[config.mk]
export PLATFORM = sky130hd
export DESIGN_NAME = priority_encoder_q_flat
export DESIGN_NICKNAME = d
export VERILOG_FILES = /design/src/rtl/priority_encoder_q_if.sv /design/src/rtl/priority_encoder_q.sv /design/src/flat_wrapper.sv
export SDC_FILE = /design/constraint.sdc
export NUM_CORES = 1
export LEC_CHECK = 0
export CAP_MARGIN = 20
export CORE_MARGIN = 3
export CORE_UTILIZATION = 45
export DETAILED_ROUTE_END_ITERATION = 7
export GPL_ROUTABILITY_DRIVEN = 0
export GPL_TIMING_DRIVEN = 0
export PLACE_DENSITY = 0.75
export RECOVER_POWER = 50
export SYNTH_ARGS = -nofsm -noshare
export SYNTH_HDL_FRONTEND = slang
export SYNTH_SLANG_ARGS = --single-unit
[constraint.sdc]
create_clock -name clk -period 2.7 [get_ports clk]
set_clock_uncertainty 0.2 [all_clocks]
set_input_delay 0.54 -clock clk [delete_from_list [all_inputs] [get_ports clk]]
set_output_delay 0.54 -clock clk [all_outputs]
set_load 0.05 [all_outputs]
[src/rtl/priority_encoder_q_if.sv]
// Request/grant bundle between event sources, the priority encoder and its consumer.
// Signals only; no timing of its own.
// The consumer side (master) drives out_ready; the encoder side (slave) drives out_valid.
interface priority_encoder_q_if #(
    parameter int N = 8
);
    localparam int W = $clog2(N);

    logic [N-1:0] req_in;
    logic         clr_all;
    logic [W-1:0] out_idx;
    logic         out_valid;
    logic         out_ready;
    logic [N-1:0] pending;
    logic         coalesce;

    // Source/consumer side: raises requests and flushes, accepts indices.
    modport master (
        output req_in, clr_all, out_ready,
        input  out_idx, out_valid, pending, coalesce
    );

    // Encoder side.
    modport slave (
        input  req_in, clr_all, out_ready,
        output out_idx, out_valid, pending, coalesce
    );
endinterface

[src/rtl/priority_encoder_q.sv]
// Queued N-to-log2(N) priority encoder: latches request pulses, presents the top pending index.
// Latency: request at edge t is presented at t+1 when idle; one index per cycle back-to-back.
// Backpressure: while out_ready is low the presented index is frozen; new requests queue in pending.
// Optional: define ROUND_ROBIN_EN for rotating priority (pointer search); default is fixed, highest index wins.
module priority_encoder_q #(
    parameter int N = 8
) (
    input  logic                 clk,
    input  logic                 rst,
    priority_encoder_q_if.slave  bus
);
    localparam int W = $clog2(N);

    typedef enum logic {
        IDLE = 1'b0,
        HOLD = 1'b1
    } state_t;

    state_t       state;
    state_t       state_next;
    logic [W-1:0] idx_next;
    logic         accept;
    logic [N-1:0] served;
    logic [N-1:0] next_pending;
    logic         coalesce_next;
    logic [W-1:0] sel_idx;

    assign accept       = bus.out_valid & bus.out_ready;
    assign served       = accept ? (N'(1) << bus.out_idx) : '0;
    // A line re-requested while being served keeps its bit: the new event wins.
    assign next_pending = bus.clr_all ? '0 : ((bus.pending & ~served) | bus.req_in);
    assign coalesce_next = ~bus.clr_all & (|(bus.req_in & bus.pending & ~served));
    assign bus.out_valid = (state == HOLD);

`ifdef ROUND_ROBIN_EN
    logic [W-1:0] ptr;
    logic [W-1:0] ptr_next;

    // Search downward from p (inclusive), wrapping N-1..0; the nearest hit below p wins.
    function automatic logic [W-1:0] sel_rr(input logic [N-1:0] v, input logic [W-1:0] p);
        logic [W-1:0] r;
        int j;
        r = '0;
        for (int off = N - 1; off >= 0; off--) begin
            j = int'(p) - off;
            if (j < 0) j = j + N;
            if (v[j]) r = W'(j);
        end
        return r;
    endfunction

    // The selection made on an accept must already see the advanced pointer.
    assign ptr_next = (accept && !bus.clr_all) ?
                      ((bus.out_idx == '0) ? W'(N - 1) : bus.out_idx - W'(1)) : ptr;
    assign sel_idx  = sel_rr(next_pending, ptr_next);

    // Rotation pointer; starts at N-1 so the first pick matches fixed priority.
    always_ff @(posedge clk or posedge rst) begin
        if (rst) ptr <= W'(N - 1);
        else     ptr <= ptr_next;
    end
`else
    // Fixed priority: highest set index wins; indices >= N never appear.
    function automatic logic [W-1:0] sel_fixed(input logic [N-1:0] v);
        logic [W-1:0] r;
        r = '0;
        for (int i = 0; i < N; i++) begin
            if (v[i]) r = W'(i);
        end
        return r;
    endfunction

    assign sel_idx = sel_fixed(next_pending);
`endif

    // Output FSM next state: load a new index from idle or right after an accept.
    always_comb begin
        state_next = state;
        idx_next   = bus.out_idx;
        case (state)
            IDLE: begin
                if (|next_pending) begin
                    idx_next   = sel_idx;
                    state_next = HOLD;
                end
            end
            HOLD: begin
                if (bus.out_ready) begin
                    if (|next_pending) begin
                        idx_next   = sel_idx;
                        state_next = HOLD;
                    end else begin
                        state_next = IDLE;
                    end
                end
            end
            default: state_next = IDLE;
        endcase
        // A flush drops the presented index along with everything queued.
        if (bus.clr_all) state_next = IDLE;
    end

    // State, presented index, pending vector and coalesce pulse registers.
    always_ff @(posedge clk or posedge rst) begin
        if (rst) begin
            state        <= IDLE;
            bus.out_idx  <= '0;
            bus.pending  <= '0;
            bus.coalesce <= 1'b0;
        end else begin
            state        <= state_next;
            bus.out_idx  <= idx_next;
            bus.pending  <= next_pending;
            bus.coalesce <= coalesce_next;
        end
    end
endmodule

[src/flat_wrapper.sv]
// flat-port wrapper written by rule: the top's interface ports become plain ports
module priority_encoder_q_flat 
#(
    parameter int N = 8
)
  (clk, rst, bus_req_in, bus_clr_all, bus_out_ready, bus_out_idx, bus_out_valid, bus_pending, bus_coalesce);
  priority_encoder_q_if #(.N(N)) bus_i ();
  input  logic clk;
  input  logic rst;
  input wire logic [$bits(bus_i.req_in)-1:0] bus_req_in;
  input wire logic [$bits(bus_i.clr_all)-1:0] bus_clr_all;
  input wire logic [$bits(bus_i.out_ready)-1:0] bus_out_ready;
  output wire logic [$bits(bus_i.out_idx)-1:0] bus_out_idx;
  output wire logic [$bits(bus_i.out_valid)-1:0] bus_out_valid;
  output wire logic [$bits(bus_i.pending)-1:0] bus_pending;
  output wire logic [$bits(bus_i.coalesce)-1:0] bus_coalesce;
  assign bus_i.req_in = bus_req_in;
  assign bus_i.clr_all = bus_clr_all;
  assign bus_i.out_ready = bus_out_ready;
  assign bus_out_idx = bus_i.out_idx;
  assign bus_out_valid = bus_i.out_valid;
  assign bus_pending = bus_i.pending;
  assign bus_coalesce = bus_i.coalesce;
  priority_encoder_q #(.N(N)) u_core (.clk(clk), .rst(rst), .bus(bus_i));
endmodule
==> reports/metrics.cfg, run 1 <==
[run_status]
status=completed

[grt]
antenna_found_initial=0
grt_use_total=0.185
grt_pass1_vias=693
grt_pass1_wl_um=3330
overflow=0
met1_usage=0.226
grt-busiest-layer=met2
use_met2=0.296
grt_max_degree=14
use_met3=0.0491

[min_path]
min_path_type=reg2reg
min_from=u_core.bus.out_idx[2]

[floorplan]
fp.coreArea_mm2=0.00161
start_util=0.505
row_count=14
dieArea_mm2=0.00236
pin_count=25
die_y_um=48.5
dieWidth_um=48.5

[critical_path]
crit_slowest_cell=clkdlybuf4s50_1
arrival_ns=2.45
path_max_fanout=6
cp-end-kind=flip-flop
crit_family=buffers and inverters
startpoint_type=primary input
crit_chain=clkdlybuf4s50_1, nand3b_4, o31a_1, nor4_4, a21oi_2, mux2_1
r2r_start=u_core.bus.out_idx[1]
crit_type=in2reg
path_buf_inv=1
crit_path_start=bus_out_ready
worst_path_largest_cell_delay_ns=0.59
required_ns=2.67

[clocking]
ctsResizeCount=0
cts-htree-levels=1
cts_root_buffer=clkbuf_4
cts-hold-fix-buffers=0
numCtsBuffers=3
clock_sinks=13
cts_buffer_depth=2
cts_tree=built
clock_latency_ns=0.28
cts.clk_slew.worst_paths_ns=0.08
cts_setup_buffers=0

[power]
peakVddDrop_mv=0.408
p_leak_nw=0.443
pwr_density_cell_mw_per_mm2=527
finalPower_w=0.000582

[detailed_routing]
viasPerCell=5.79
drt_first_pass_iters=4
postRouteAntennaNets=0
wl_per_cell_um=15.4
drtIter0Drc=22
drc=0
vias=764
drt-total-wl_um=2040

[timing]
slew_violations=0
timing.final.hold_violations=0
max_freq_mhz=402
max-slew-margin-rel=0.654
fin_crit_ns=2.49
tightest_slew_ns=0.517
fin_crit_sh=0.921
setup_viol=0
rsz0062_at_grt=false

[final_layout]
final_common_cell=clkdlybuf4s50_1
layout.cells.most_common_list=23 x clkdlybuf4s50_1, 13 x dfrtp_1, 7 x nor2_1
antenna_cells=0
syn_to_final_growth_pct=35.5
drive_gt1_frac=0.130
fin_nets=121
final_cell_count_no_fill=132

[synth]
syn-num-nets=92
synth-seq-cells=13
syn_area_um2=815
yosysTopAreaCell=dfrtp_1
synthCells=80
yosys.area.top_type_share=0.399
synthTopCellsByArea=dfrtp_1 40%, o211ai_1 3.7%, nor2_1 3.2%, mux2_1 2.8%, o21a_1 2.8%
synth.avg_cell_area_um2=10.2
yosysWarnings=0
yosysUniqueCellTypes=39
ys_seq_area_frac=0.399

[placed_design]
numPlacedInstances=128
portBuffers=24
dp_hpwl_um=1560

[job]
cap_violations=0

## final cells by class
cell class / count / area [um^2]
Multi-Input combinational cell: 63 / 464
Clock buffer: 4 / 26.3
Fill cell: 136 / 508
Inverter: 1 / 3.75
Timing Repair Buffer: 24 / 240
Sequential cell: 13 / 325
Tap cell: 24 / 30.0
Buffer: 3 / 13.8
## final timing paths
check                                   endpoint  slack (ns)  depth (start not counted)
min in group asynchronous    u_core.bus.coalesce        0.52                          2
hold / removal             u_core.bus.out_idx[2]        0.43                          2
max in group asynchronous  u_core.bus.out_idx[2]        1.44                          2
setup reg to reg           u_core.bus.out_idx[1]        0.39                          6
hold reg to reg            u_core.bus.out_idx[2]        0.43                          2
setup / recovery           u_core.bus.out_idx[1]        0.21                          6
## per-stage QoR
stage,setup slack [ns],hold slack (ns),utilization,TNS (ns),instance area (um^2)
floorplan,0.397,0.217,-,0,815
global placement,-0.0653,0.411,0.673,-0.121,1080
detailed placement,-0.0786,0.412,0.673,-0.138,1080
CTS,0.214,0.396,0.689,0,1110
global route,0.0809,0.499,0.685,0,1100
finish,0.213,0.426,0.685,0,1100
## layer usage
metal,wire (um),part of all wire
met2,1000,0.49
met1,874,0.43
met5,0,0
met4,39,0.019
met3,121,0.059
## kinds of logic (layout without fill, tap and decap cells)
kind of cell | Yosys count | count (layout) | synth area share
buffers and inverters | 4 | 32 | 0.0215
DFF | 13 | 13 | 0.399
muxes | 2 | 2 | 0.0276
AOI/OAI and AO/OA | 30 | 30 | 0.290
and+or+nand+nor | 31 | 31 | 0.261
## worst min-delay path: cells and delay by family, from the launching register on
kind           cells  cell delay (ns)
flip-flops         1             0.43
AO/OA/AOI/OAI      2             0.17
## synthesized netlist by cell type
library cell	n
dfrtp_1	13
nor2_1	7
a21oi_1	4
o211ai_1	4
nand2_1	3
nand2b_1	3
nor2b_1	3
o21a_1	3
or2_2	3
a21o_1	2
a31oi_1	2
buf_2	2
mux2_1	2
nor3b_1	2
o21ai_0	2
o31a_1	2
a211oi_1	1
a21oi_2	1
a221oi_1	1
a2bb2oi_1	1
a41oi_1	1
and3_2	1
and3b_2	1
and4_1	1
clkbuf_1	1
inv_1	1
nand3_2	1
nand3b_1	1
nand3b_4	1
nor3_1	1
nor4_4	1
o22ai_1	1
o22ai_2	1
o311a_1	1
o311ai_0	1
o31ai_1	1
o31ai_4	1
or2b_1	1
or3_1	1
## registers in the layout, indices dropped and copies added (netlist names)
name / count
u_core.bus.pending: 8
u_core.bus.coalesce: 1
u_core.bus.out_valid: 1
u_core.bus.out_idx: 3
## power breakdown
group	switching [W]	leakage, nW	internal [W]
sequential	0.0000151	0.159	0.000213
combinational	0.000145	0.269	0.0000870
clock	0.0000647	0.0150	0.0000574
No activity file was read; power rests on OpenSTA's default activity.
==> run 2, diff against run 1 <==
--- a/config.mk
+++ b/config.mk
@@ -11,8 +11,10 @@
 export DETAILED_ROUTE_END_ITERATION = 7
 export GPL_ROUTABILITY_DRIVEN = 0
 export GPL_TIMING_DRIVEN = 0
+export HOLD_SLACK_MARGIN = 0.12
 export PLACE_DENSITY = 0.75
 export RECOVER_POWER = 50
+export SLEW_MARGIN = 20
 export SYNTH_ARGS = -nofsm -noshare
 export SYNTH_HDL_FRONTEND = slang
 export SYNTH_SLANG_ARGS = --single-unit
==> results of run 2 <==
Same layout as run 1: the final DEF is identical, and so are final timing and power.
